[src/rtl/sisc_pkg.sv]
// Shared constants and types for the SISC register file.
package sisc_pkg;

  localparam int DATA_W   = 32;
  localparam int ADDR_W   = 4;
  localparam int NUM_REGS = 1 << ADDR_W;
  localparam int R0_IDX   = 0;

  typedef logic [ADDR_W-1:0] reg_addr_t;
  typedef logic [DATA_W-1:0] word_t;

  function automatic logic is_r0(input reg_addr_t addr);
    return addr == reg_addr_t'(R0_IDX);
  endfunction

endpackage

[src/rtl/sisc_rf_scoreboard.sv]
// Per-register busy bits for the SISC register file; a same-register set wins
// over a clear in the same cycle, and entry 0 never becomes busy.
module sisc_rf_scoreboard
  import sisc_pkg::*;
#(
  parameter int ADDR_W = sisc_pkg::ADDR_W
) (
  input  logic                     clk,
  input  logic                     rst_f,
  input  logic                     set_en_i,
  input  logic [ADDR_W-1:0]        set_reg_i,
  input  logic                     clr_en_i,
  input  logic [ADDR_W-1:0]        clr_reg_i,
  input  logic [ADDR_W-1:0]        look_a_i,
  input  logic [ADDR_W-1:0]        look_b_i,
  output logic                     busy_a_o,
  output logic                     busy_b_o,
  output logic [(1<<ADDR_W)-1:0]   busy_vec_o
);

  localparam int NREGS = 1 << ADDR_W;

  logic [NREGS-1:0] busy_q;
  logic [NREGS-1:0] busy_d;

  always_comb begin
    busy_d = busy_q;
    if (clr_en_i) begin
      busy_d[clr_reg_i] = 1'b0;
    end
    // Applied after the clear: a newer writer to the same destination stays pending.
    if (set_en_i && (set_reg_i != '0)) begin
      busy_d[set_reg_i] = 1'b1;
    end
    busy_d[0] = 1'b0;
  end

  always_ff @(posedge clk or negedge rst_f) begin
    if (!rst_f) begin
      busy_q <= '0;
    end else begin
      busy_q <= busy_d;
    end
  end

  assign busy_a_o   = busy_q[look_a_i];
  assign busy_b_o   = busy_q[look_b_i];
  assign busy_vec_o = busy_q;

endmodule

[src/rtl/sisc_rf.sv]
// 16x32 SISC register file: two combinational read ports, one write port,
// busy scoreboard. Optional same-cycle write bypass: SISC_RF_WRITE_BYPASS_EN.
module sisc_rf
  import sisc_pkg::*;
#(
  parameter int DATA_W = sisc_pkg::DATA_W,
  parameter int ADDR_W = sisc_pkg::ADDR_W
) (
  input  logic                     clk,
  input  logic                     rst_f,
  input  logic [ADDR_W-1:0]        read_rega,
  input  logic [ADDR_W-1:0]        read_regb,
  output logic [DATA_W-1:0]        rsa,
  output logic [DATA_W-1:0]        rsb,
  input  logic                     rf_we,
  input  logic [ADDR_W-1:0]        write_reg,
  input  logic [DATA_W-1:0]        write_data,
  input  logic                     mark_busy,
  input  logic [ADDR_W-1:0]        mark_reg,
  output logic                     stall,
  output logic [(1<<ADDR_W)-1:0]   busy_vec
);

  localparam int NREGS = 1 << ADDR_W;

  logic [DATA_W-1:0] regs_q [NREGS];
  logic              wr_en;
  logic              busy_a;
  logic              busy_b;
  logic [DATA_W-1:0] rd_a;
  logic [DATA_W-1:0] rd_b;

  assign wr_en = rf_we && (write_reg != '0);

  always_ff @(posedge clk or negedge rst_f) begin
    if (!rst_f) begin
      for (int i = 0; i < NREGS; i++) begin
        regs_q[i] <= '0;
      end
    end else if (wr_en) begin
      regs_q[write_reg] <= write_data;
    end
  end

  always_comb begin
    rd_a = regs_q[read_rega];
    rd_b = regs_q[read_regb];
`ifdef SISC_RF_WRITE_BYPASS_EN
    if (wr_en && (write_reg == read_rega)) begin
      rd_a = write_data;
    end
    if (wr_en && (write_reg == read_regb)) begin
      rd_b = write_data;
    end
`endif
    rsa = (read_rega == '0) ? '0 : rd_a;
    rsb = (read_regb == '0) ? '0 : rd_b;
  end

  sisc_rf_scoreboard #(
    .ADDR_W (ADDR_W)
  ) u_scoreboard (
    .clk        (clk),
    .rst_f      (rst_f),
    .set_en_i   (mark_busy),
    .set_reg_i  (mark_reg),
    .clr_en_i   (rf_we),
    .clr_reg_i  (write_reg),
    .look_a_i   (read_rega),
    .look_b_i   (read_regb),
    .busy_a_o   (busy_a),
    .busy_b_o   (busy_b),
    .busy_vec_o (busy_vec)
  );

`ifdef SISC_RF_WRITE_BYPASS_EN
  // A port being written this cycle already sees its new value, so it no longer waits.
  logic byp_a;
  logic byp_b;
  assign byp_a = wr_en && (write_reg == read_rega);
  assign byp_b = wr_en && (write_reg == read_regb);
  assign stall = (busy_a && !byp_a) || (busy_b && !byp_b);
`else
  assign stall = busy_a || busy_b;
`endif

endmodule

[config.mk]
export PLATFORM = sky130hd
export DESIGN_NAME = sisc_rf
export DESIGN_NICKNAME = d
export VERILOG_FILES = /design/src/rtl/sisc_pkg.sv /design/src/rtl/sisc_rf_scoreboard.sv /design/src/rtl/sisc_rf.sv
export SDC_FILE = /design/constraint.sdc
export NUM_CORES = 1
export LEC_CHECK = 0
export CELL_PAD_IN_SITES_DETAIL_PLACEMENT = 2
export CELL_PAD_IN_SITES_GLOBAL_PLACEMENT = 2
export CORE_MARGIN = 1.5
export CORE_UTILIZATION = 48
export CTS_CLUSTER_SIZE = 12
export DETAILED_ROUTE_END_ITERATION = 8
export PLACE_DENSITY_LB_ADDON = 0.1
export SYNTH_ARGS = -nofsm -noshare
export SYNTH_HDL_FRONTEND = slang
export SYNTH_SLANG_ARGS = --single-unit
[constraint.sdc]
create_clock -name clk -period 3.9 [get_ports clk]
set_input_delay 0.39 -clock clk [delete_from_list [all_inputs] [get_ports clk]]
set_output_delay 0.39 -clock clk [all_outputs]
set_load 0.01 [all_outputs]
# Yosys cells after proc, flatten, opt, wreduce, memory -nomap -nowiden
# Cells that the tools add are included.
# totals
word_cells	64
output_inout_bits	81
inputBits	52
ff_bits	527
# op_classes
mux	21
n_reduce_logical	10
order_cmp	10
bitwise_logic	6
# op_table
cell	count
bitwise mux 512 bit	1
binary-select mux 32 bit (select 4 bit)	2
2-to-1 mux 32 bit	7
demux 32 bit (select 4 bit)	1
2-to-1 mux 16 bit	2
< comparator 4 x 5 -> 1 bit (second input constant)	4
bitwise AND 16 bit	1
inverter 16 bit	1
bitwise OR 16 bit	1
greater-or-equal comparator 5 bit (second input constant)	3
inverter 4 -> 5 bit	3
binary-select mux 1 bit (select 4 bit)	2
demux 1 bit (select 4 bit)	2
greater-or-equal comparator 4 x 1 -> 1 bit (second input constant)	2
logical NOT 4 bit	2
nonzero test 4 bit	2
logical AND 1 bit	5
< comparator 5 x 1 -> 1 bit (second input constant)	1
2-to-1 mux 1 bit	4
logical OR 1 bit	1

# Depth between registers and ports, before layout
# Gate-level depths: netlist (run 1).
# depth
ltp_word	9
depth_mapped	7
ltp_nobuf	4

# Cells and area by module
# Synthesis (run 1) repeated with hierarchy kept, for this count alone.
# hier_totals
cells_unflattened	1862
area_unflattened_um2	26703.1
# by_module_without_submodules
mod	area_each_um2	instances	cells_per_inst	seq_area_each_um2
sisc_rf	25742.2	1	1765	12036.5
sisc_rf_scoreboard	960.9	1	97	375.4

# Worst setup path before layout (run 1)
# No wires, ideal clock.
# synth_timing
kind	input-to-output
start	input read_regb[0]
end	output rsb[30]
arrival_time_ps	1659
path_stages	6
path_buffers	3
setup_slack_ps	1851
required_time_ps	3510
cell_sequence	buf_2 buf_4 buf_4 mux4_2 mux2i_1 mux2i_1
# synth_between
elab_chain_cells	5
elab_cells_between_ends	6
classes_between	mux (4); bitwise (1); reduce/logical (1)
# synth_lines
item	line	source
start: declaration	sisc_rf.sv:12	input logic [ADDR_W-1:0] read_regb,
inverter 4 -> 5 bit (implied by the code)	sisc_rf.sv:47	rd_b = regs_q[read_regb];
binary-select mux 32 bit (select 4 bit)	sisc_rf.sv:47	
2-to-1 mux 32 bit (implied by the code) (2 in series)	sisc_rf.sv:47	
2-to-1 mux 32 bit *	sisc_rf.sv:57	rsb = (read_regb == '0) ? '0 : rd_b;
end: declaration	sisc_rf.sv:14	output logic [DATA_W-1:0] rsb,
# Mark *: on every way between the ends. The rest lies on a longest branch, timed or not. The select of a mux whose other input is x is not followed.

# Worst setup path in the final report (run 1)
# layout_timing
start	input read_rega[0]
end	output rsa[11]
# layout_between
elab_chain_cells	5
elab_cells_between_ends	6
classes_between	mux (4); bitwise (1); reduce/logical (1)
# layout_lines
item	line	source
start: declaration	sisc_rf.sv:11	input logic [ADDR_W-1:0] read_rega,
inverter 4 -> 5 bit (implied by the code)	sisc_rf.sv:46	rd_a = regs_q[read_rega];
binary-select mux 32 bit (select 4 bit)	sisc_rf.sv:46	
2-to-1 mux 32 bit (implied by the code) (2 in series)	sisc_rf.sv:46	
2-to-1 mux 32 bit *	sisc_rf.sv:56	rsa = (read_rega == '0) ? '0 : rd_a;
end: declaration	sisc_rf.sv:13	output logic [DATA_W-1:0] rsa,
# Marked as above.

==> run summary, run 1 <==
Status - completed
Total GRT Usage - 31.2%
Mux contribution to synthesized area - 42.3%
Post-Synthesis Cells - 1823
Final min period - 3180 ps
Layout net count - 1940
Setup-failing EPs final - 0
Crit-path cells - clkbuf_8 -> buf_12 -> mux4_2 -> nand2b_1 -> a21oi_1 -> a21oi_1 -> clkdlybuf4s50_1
Max clock buf depth - 3
Post-Synth Adder-Cell Area - 0%
Number of port buffers - 131
Setup TNS - 0 ps
Boundary Pins - 133
Final hold vios - 0
Routed WL - 86.0 mm
Flops & latches, synth - 495
Pin count of the biggest net entering global routing - 93
Netlist Area Pre-Place - 26700 um^2
Flip-flop and latch area - 12400 um^2
Hold WC Path Type - in -> async
Vias in the first global route - 20000
Main combinational cell family by area after synthesis - multiplexers
DRT iter0 DRCs - 952
Syn_area_per_cell - 14.6 um^2
Worst-path maximum fanout - 36
Synth Area in Simple Gates - 2.42%
FF-to-FF setup slack - 3060 ps
Die Footprint - 57000 um^2
GPL Wtd Cong - 0.792
Data arrival, critical path - 2790 ps
CTS Sinks - 495
Footprint of the multi-input gates - 13400 um^2
Antenna cell count - 0
Ys Warns - 0
Share of cells above drive strength 1 - 47.7%
Peak VDD IR - 0.000416 V
Critical Path RT - 3510 ps
Overflow after GRT - 0
Filler instances - 4817
Post-cts sizing count - 0
Cell Rows - 86
Worst-Margin Slew - 891 ps
Slew Viols, Final - 0
Final ANT Viol Nets - 0
Worst setup SP type - input pin
First-pass iteration count of the detailed router - 5
Crit-path max cell delay - 560 ps
Initial antenna violation count - 3
Clock-pin slew on the worst setup and hold paths - 60 ps
First-pass GRT wire length - 132 mm
CTS tree - yes
Slowest CP cell - clkdlybuf4s50_1
PD cells - 550 nW/um^2
Final Skew - 0 ps
CTS Hold Buffers Added - 1
WHS - 441 ps
Fmax - 315 MHz
Core ar. - 55000 um^2
DRC violations left - 0
Crit Path Class - in -> out
Final HPWL DP - 49.8 mm
Total CTS buffers - 57
Most frequent cell on the critical path - a21oi_1
Synth Area in XOR/XNOR - 0%
Clock Latency Late Sink - 590 ps
Die height - 239 um
Starting Density - 48.5%
Max cap viols - 0
Synth unique cells - 28
Sequential fraction of the synthesis area - 46.5%
CP top delay family - buffers and inverters
Worst slew margin - 40.6%
Die width - 239 um
Layout area overhead - 15.4%
Net count after synthesis - 1875
H-tree Lvls - 2
Via count of the routed design - 17400
Placed Area - 28900 um^2
Fin area - 30800 um^2
Average routed wire per standard cell - 32.1 um
RSZ-0062 raised after global routing - no
Compound-gate portion of the synthesized area - 5.33%
Routed vias/inst - 6.50
Number of setup buffers added after CTS - 0
Pwr Total - 0.0169 W
Tcrit/Tclk final - 81.5%
Leak pwr - 12.6 nW
Worst setup EP type - output port
Clock tree root driver cell - clkbuf_16
Crit path buffers/inverters - 3
[logic make-up after synthesis]
group                  after synthesis
AO/OA/AOI/OAI                      215
buffers and inverters              191
flip-flops                         495
multiplexers                       811
other                                1
AND/OR/NAND/NOR                    110
[per-layer routing]
layer	vias to the layer above	routed length, um	global-route usage (%)
met3	202	3450	4.31
met5	-	37	0
li1	7140	-	-
met4	6	3080	11.8
met1	9618	35400	40.1
met2	456	44000	53.8
[synth_stat cells]
master / n / area share (%)
a21oi_1: 126 / 2.4
a221o_1: 63 / 2.4
a221oi_1: 2 / 0.066
a22o_1: 2 / 0.066
a32o_1: 3 / 0.11
and3_1: 1 / 0.023
buf_1: 3 / 0.042
buf_2: 76 / 1.4
buf_4: 26 / 0.73
buf_6: 2 / 0.084
clkbuf_1: 81 / 1.1
conb_1: 1 / 0.014
dfrtp_1: 495 / 46
inv_1: 3 / 0.042
mux2_2: 545 / 23
mux2i_1: 68 / 2.6
mux4_2: 198 / 17
nand2_1: 7 / 0.099
nand2b_1: 70 / 1.6
nand3_1: 5 / 0.094
nand3b_1: 4 / 0.11
nand4_1: 1 / 0.023
nor2_1: 10 / 0.14
nor2b_1: 7 / 0.16
nor3_1: 2 / 0.038
nor3b_1: 2 / 0.056
o21ai_0: 19 / 0.36
or3_1: 1 / 0.023
[cells in the final DEF, fill, tap and decap left out, types with 24 or more instances in the layout]
cell type,synthesis,routed
a221o_1,63,63
mux2_2,545,545
buf_12,0,24
mux2i_1,68,68
dfrtp_1,495,495
buf_4,26,40
clkbuf_16,0,57
mux4_2,198,198
a21oi_1,126,126
nand2b_1,70,65
clkdlybuf4s50_1,0,122
[layout make-up]
| class | instances | share of cell area, % |
|---|---|---|
| clock buffers | 87 | 5.59 |
| clock inverters | 16 | 0.521 |
| inverters | 3 | 0.0366 |
| multi-input cells | 1137 | 43.7 |
| flip-flops and latches | 495 | 40.3 |
| well taps | 748 | 3.04 |
| repair buffers | 194 | 6.83 |
[path summary, 6_finish.rpt]
path / startpoint / cells after the start / end
max: read_rega[0] / 7 / rsa[11]
min: rst_f / 2 / regs_q[249]$_DFFE_PN0P_
max reg2reg: regs_q[382]$_DFFE_PN0P_ / 1 / regs_q[382]$_DFFE_PN0P_
min reg2reg: regs_q[82]$_DFFE_PN0P_ / 1 / regs_q[82]$_DFFE_PN0P_
max in group asynchronous: rst_f / 3 / u_scoreboard.busy_vec_o[15]$_DFF_PN0_
min in group clk: regs_q[82]$_DFFE_PN0P_ / 1 / regs_q[82]$_DFFE_PN0P_
[power by group]
group          total, W  switching, W  internal (W)  leakage (nW)
Combinational   0.00413       0.00161       0.00252          5.64
Clock           0.00543       0.00222       0.00321         0.932
Sequential      0.00735       0.00101       0.00634          6.06
[metrics by stage]
| stage | setup slack, ps | utilization, % | instances |
|---|---|---|---|
| 4_1_cts | 709 | 55.9 | 2680 |
| 3_5_place_dp | 759 | 52.5 | 2576 |
| 5_1_grt | 612 | 55.9 | 2680 |
| 6_report | 721 | 55.9 | 2680 |
| 3_3_place_gp | 781 | 52.5 | 2576 |
| 2_1_floorplan | 1850 | - | 1823 |
[registers in the layout, summed over array words and instances (netlist names)]
register,flops
regs_q,480
u_scoreboard.busy_vec_o,15
(Power assumes the default switching activity.)
==> inputs of run 2 (changes only) <==
Settings changed: CORE_UTILIZATION 48 to 44.
Clock period 3.9 ns to 3 ns, I/O delays scaled along.
==> run summary, run 2 (synthesized netlist as in run 1, its figures left out) <==
Final ANT Viol Nets - 0
PD cells - 700 nW/um^2
FF-to-FF setup slack - 2170 ps
Setup-failing EPs final - 0
Largest reg by FF count - regs_q
DRC violations left - 0
First-pass iteration count of the detailed router - 4
CTS tree - yes
Fmax - 348 MHz
Status - completed
Worst setup EP type - output port
Footprint of the multi-input gates - 13500 um^2
Antenna cell count - 0
Worst setup SP type - input pin
Total GRT Usage - 27.6%
Final HPWL DP - 51.7 mm
Flip-flop and latch area - 12400 um^2
Number of port buffers - 131
Vias in the first global route - 20000
Starting Density - 44.3%
RR Startpoint - regs_q[198]$_DFFE_PN0P_
Layout net count - 1987
GPL Wtd Cong - 0.762
Average routed wire per standard cell - 30.5 um
Fin area - 31500 um^2
Placed Area - 29500 um^2
Worst-Margin Slew - 730 ps
Final hold vios - 0
Final Skew - 0 ps
Overflow after GRT - 0
Die height - 249 um
Worst-path maximum fanout - 22
Most frequent cells in the layout - mux2_2, dfrtp_1, mux4_2
Number of setup buffers added after CTS - 0
Largest register FFs - 480
Post-layout util - 52.4%
Share of cells above drive strength 1 - 48.9%
Slew Viols, Final - 0
Routed vias/inst - 6.22
DP Cell Count - 2656
Max clock buf depth - 3
Critical Path RT - 2700 ps
End of the worst register-to-register path - regs_q[198]$_DFFE_PN0P_
Die width - 249 um
Hold WC Path Type - in -> async
First-pass GRT wire length - 130 mm
RSZ-0062 raised after global routing - no
Cell Rows - 90
Data arrival, critical path - 2570 ps
Boundary Pins - 133
DRT iter0 DRCs - 834
Clock-pin slew on the worst setup and hold paths - 50 ps
Core ar. - 60100 um^2
Leak pwr - 13.0 nW
Layout area overhead - 18.1%
H-tree Lvls - 2
Final min period - 2870 ps
Clock Latency Late Sink - 610 ps
Initial antenna violation count - 2
Pwr Total - 0.0220 W
Setup TNS - 0 ps
Max cap viols - 0
Via count of the routed design - 17200
Crit Path Class - in -> out
CTS Sinks - 495
Peak VDD IR - 0.000439 V
Most common cell after layout, fill and taps aside - mux2_2
Routed WL - 84.0 mm
Clock tree root driver cell - clkbuf_16
Filler instances - 5401
Pin count of the biggest net entering global routing - 74
Fin cells - 2759
Die Footprint - 62100 um^2
Reg2Reg Depth - 1
Worst slew margin - 51.3%
Total CTS buffers - 58
Tcrit/Tclk final - 95.7%
run 2: cell types whose count changed in the layout (fill, tap and decap cells not counted), moves of 2 or more:
cell,change
clkinv_2,-5
buf_12,+22
buf_4,+24
clkbuf_16,+2
run 2: worst max-delay path by stage:
stage,from,endpoint,slack (ps),depth (start not counted)
6_report,read_regb[1],rsb[0],130,8
3_5_place_dp,read_regb[1],rsb[0],20,8
3_3_place_gp,read_regb[1],rsb[8],70,8
4_1_cts,u_scoreboard.busy_vec_o[15]$_DFF_PN0_,stall,40,5
2_1_floorplan,read_regb[0],rsb[30],1130,6
5_1_grt,regs_q[287]$_DFFE_PN0P_,rsa[31],80,5
run 2: critical path, cell delays in order:
cell and delay [ps]:
buf_6 250, buf_12 180, nor2b_4 170, buf_6 300, a221o_1 220, a21oi_1 70, a21oi_1 410, clkdlybuf4s50_1 630
run 2: through the flow:
stage | hold WS, ps | setup slack (ps)
2_1_floorplan | 4.41 | 1130
3_3_place_gp | 340 | 68.7
3_5_place_dp | 336 | 23.2
4_1_cts | 289 | 36.2
5_1_grt | 325 | 81.1
6_report | 273 | 129
run 2: per-layer routing:
layer  wire (um)  part of all wire (%)  vias up  GRT usage (%)
li1            -                     -     7237              -
met1       35700                    42     9453           35.9
met2       43500                    52      301           48.3
met3        2190                   2.6      159           3.13
met4        2610                   3.1        4           9.15
met5          29                 0.035        -              0
run 2: where the power goes:
group          switching [W]  internal [W]
clock network        0.00287       0.00436
registers            0.00124       0.00825
logic                0.00200       0.00334
run 2: cell type report:
class	instances	area share [%]
timing repair buffer	240	8.65
sequential	495	39.3
inverter	3	0.0358
multi-input combinational	1137	42.7
clock buffer	90	5.63
tap	782	3.11
clock inverter	12	0.528
run 2: what timing repair did:
action / in CTS / in global routing
resized for setup: 0 / 3
endpoints found under the setup margin: 0 / 3
endpoints found under the hold margin: 60 / 0
hold buffers: 1 / 0
==> inputs of run 3 (changes only) <==
Settings changed: CAP_MARGIN set to 30, SLEW_MARGIN set to 20.
==> results of run 3 <==
No change in the layout: final DEF, timing and power equal those of run 2.
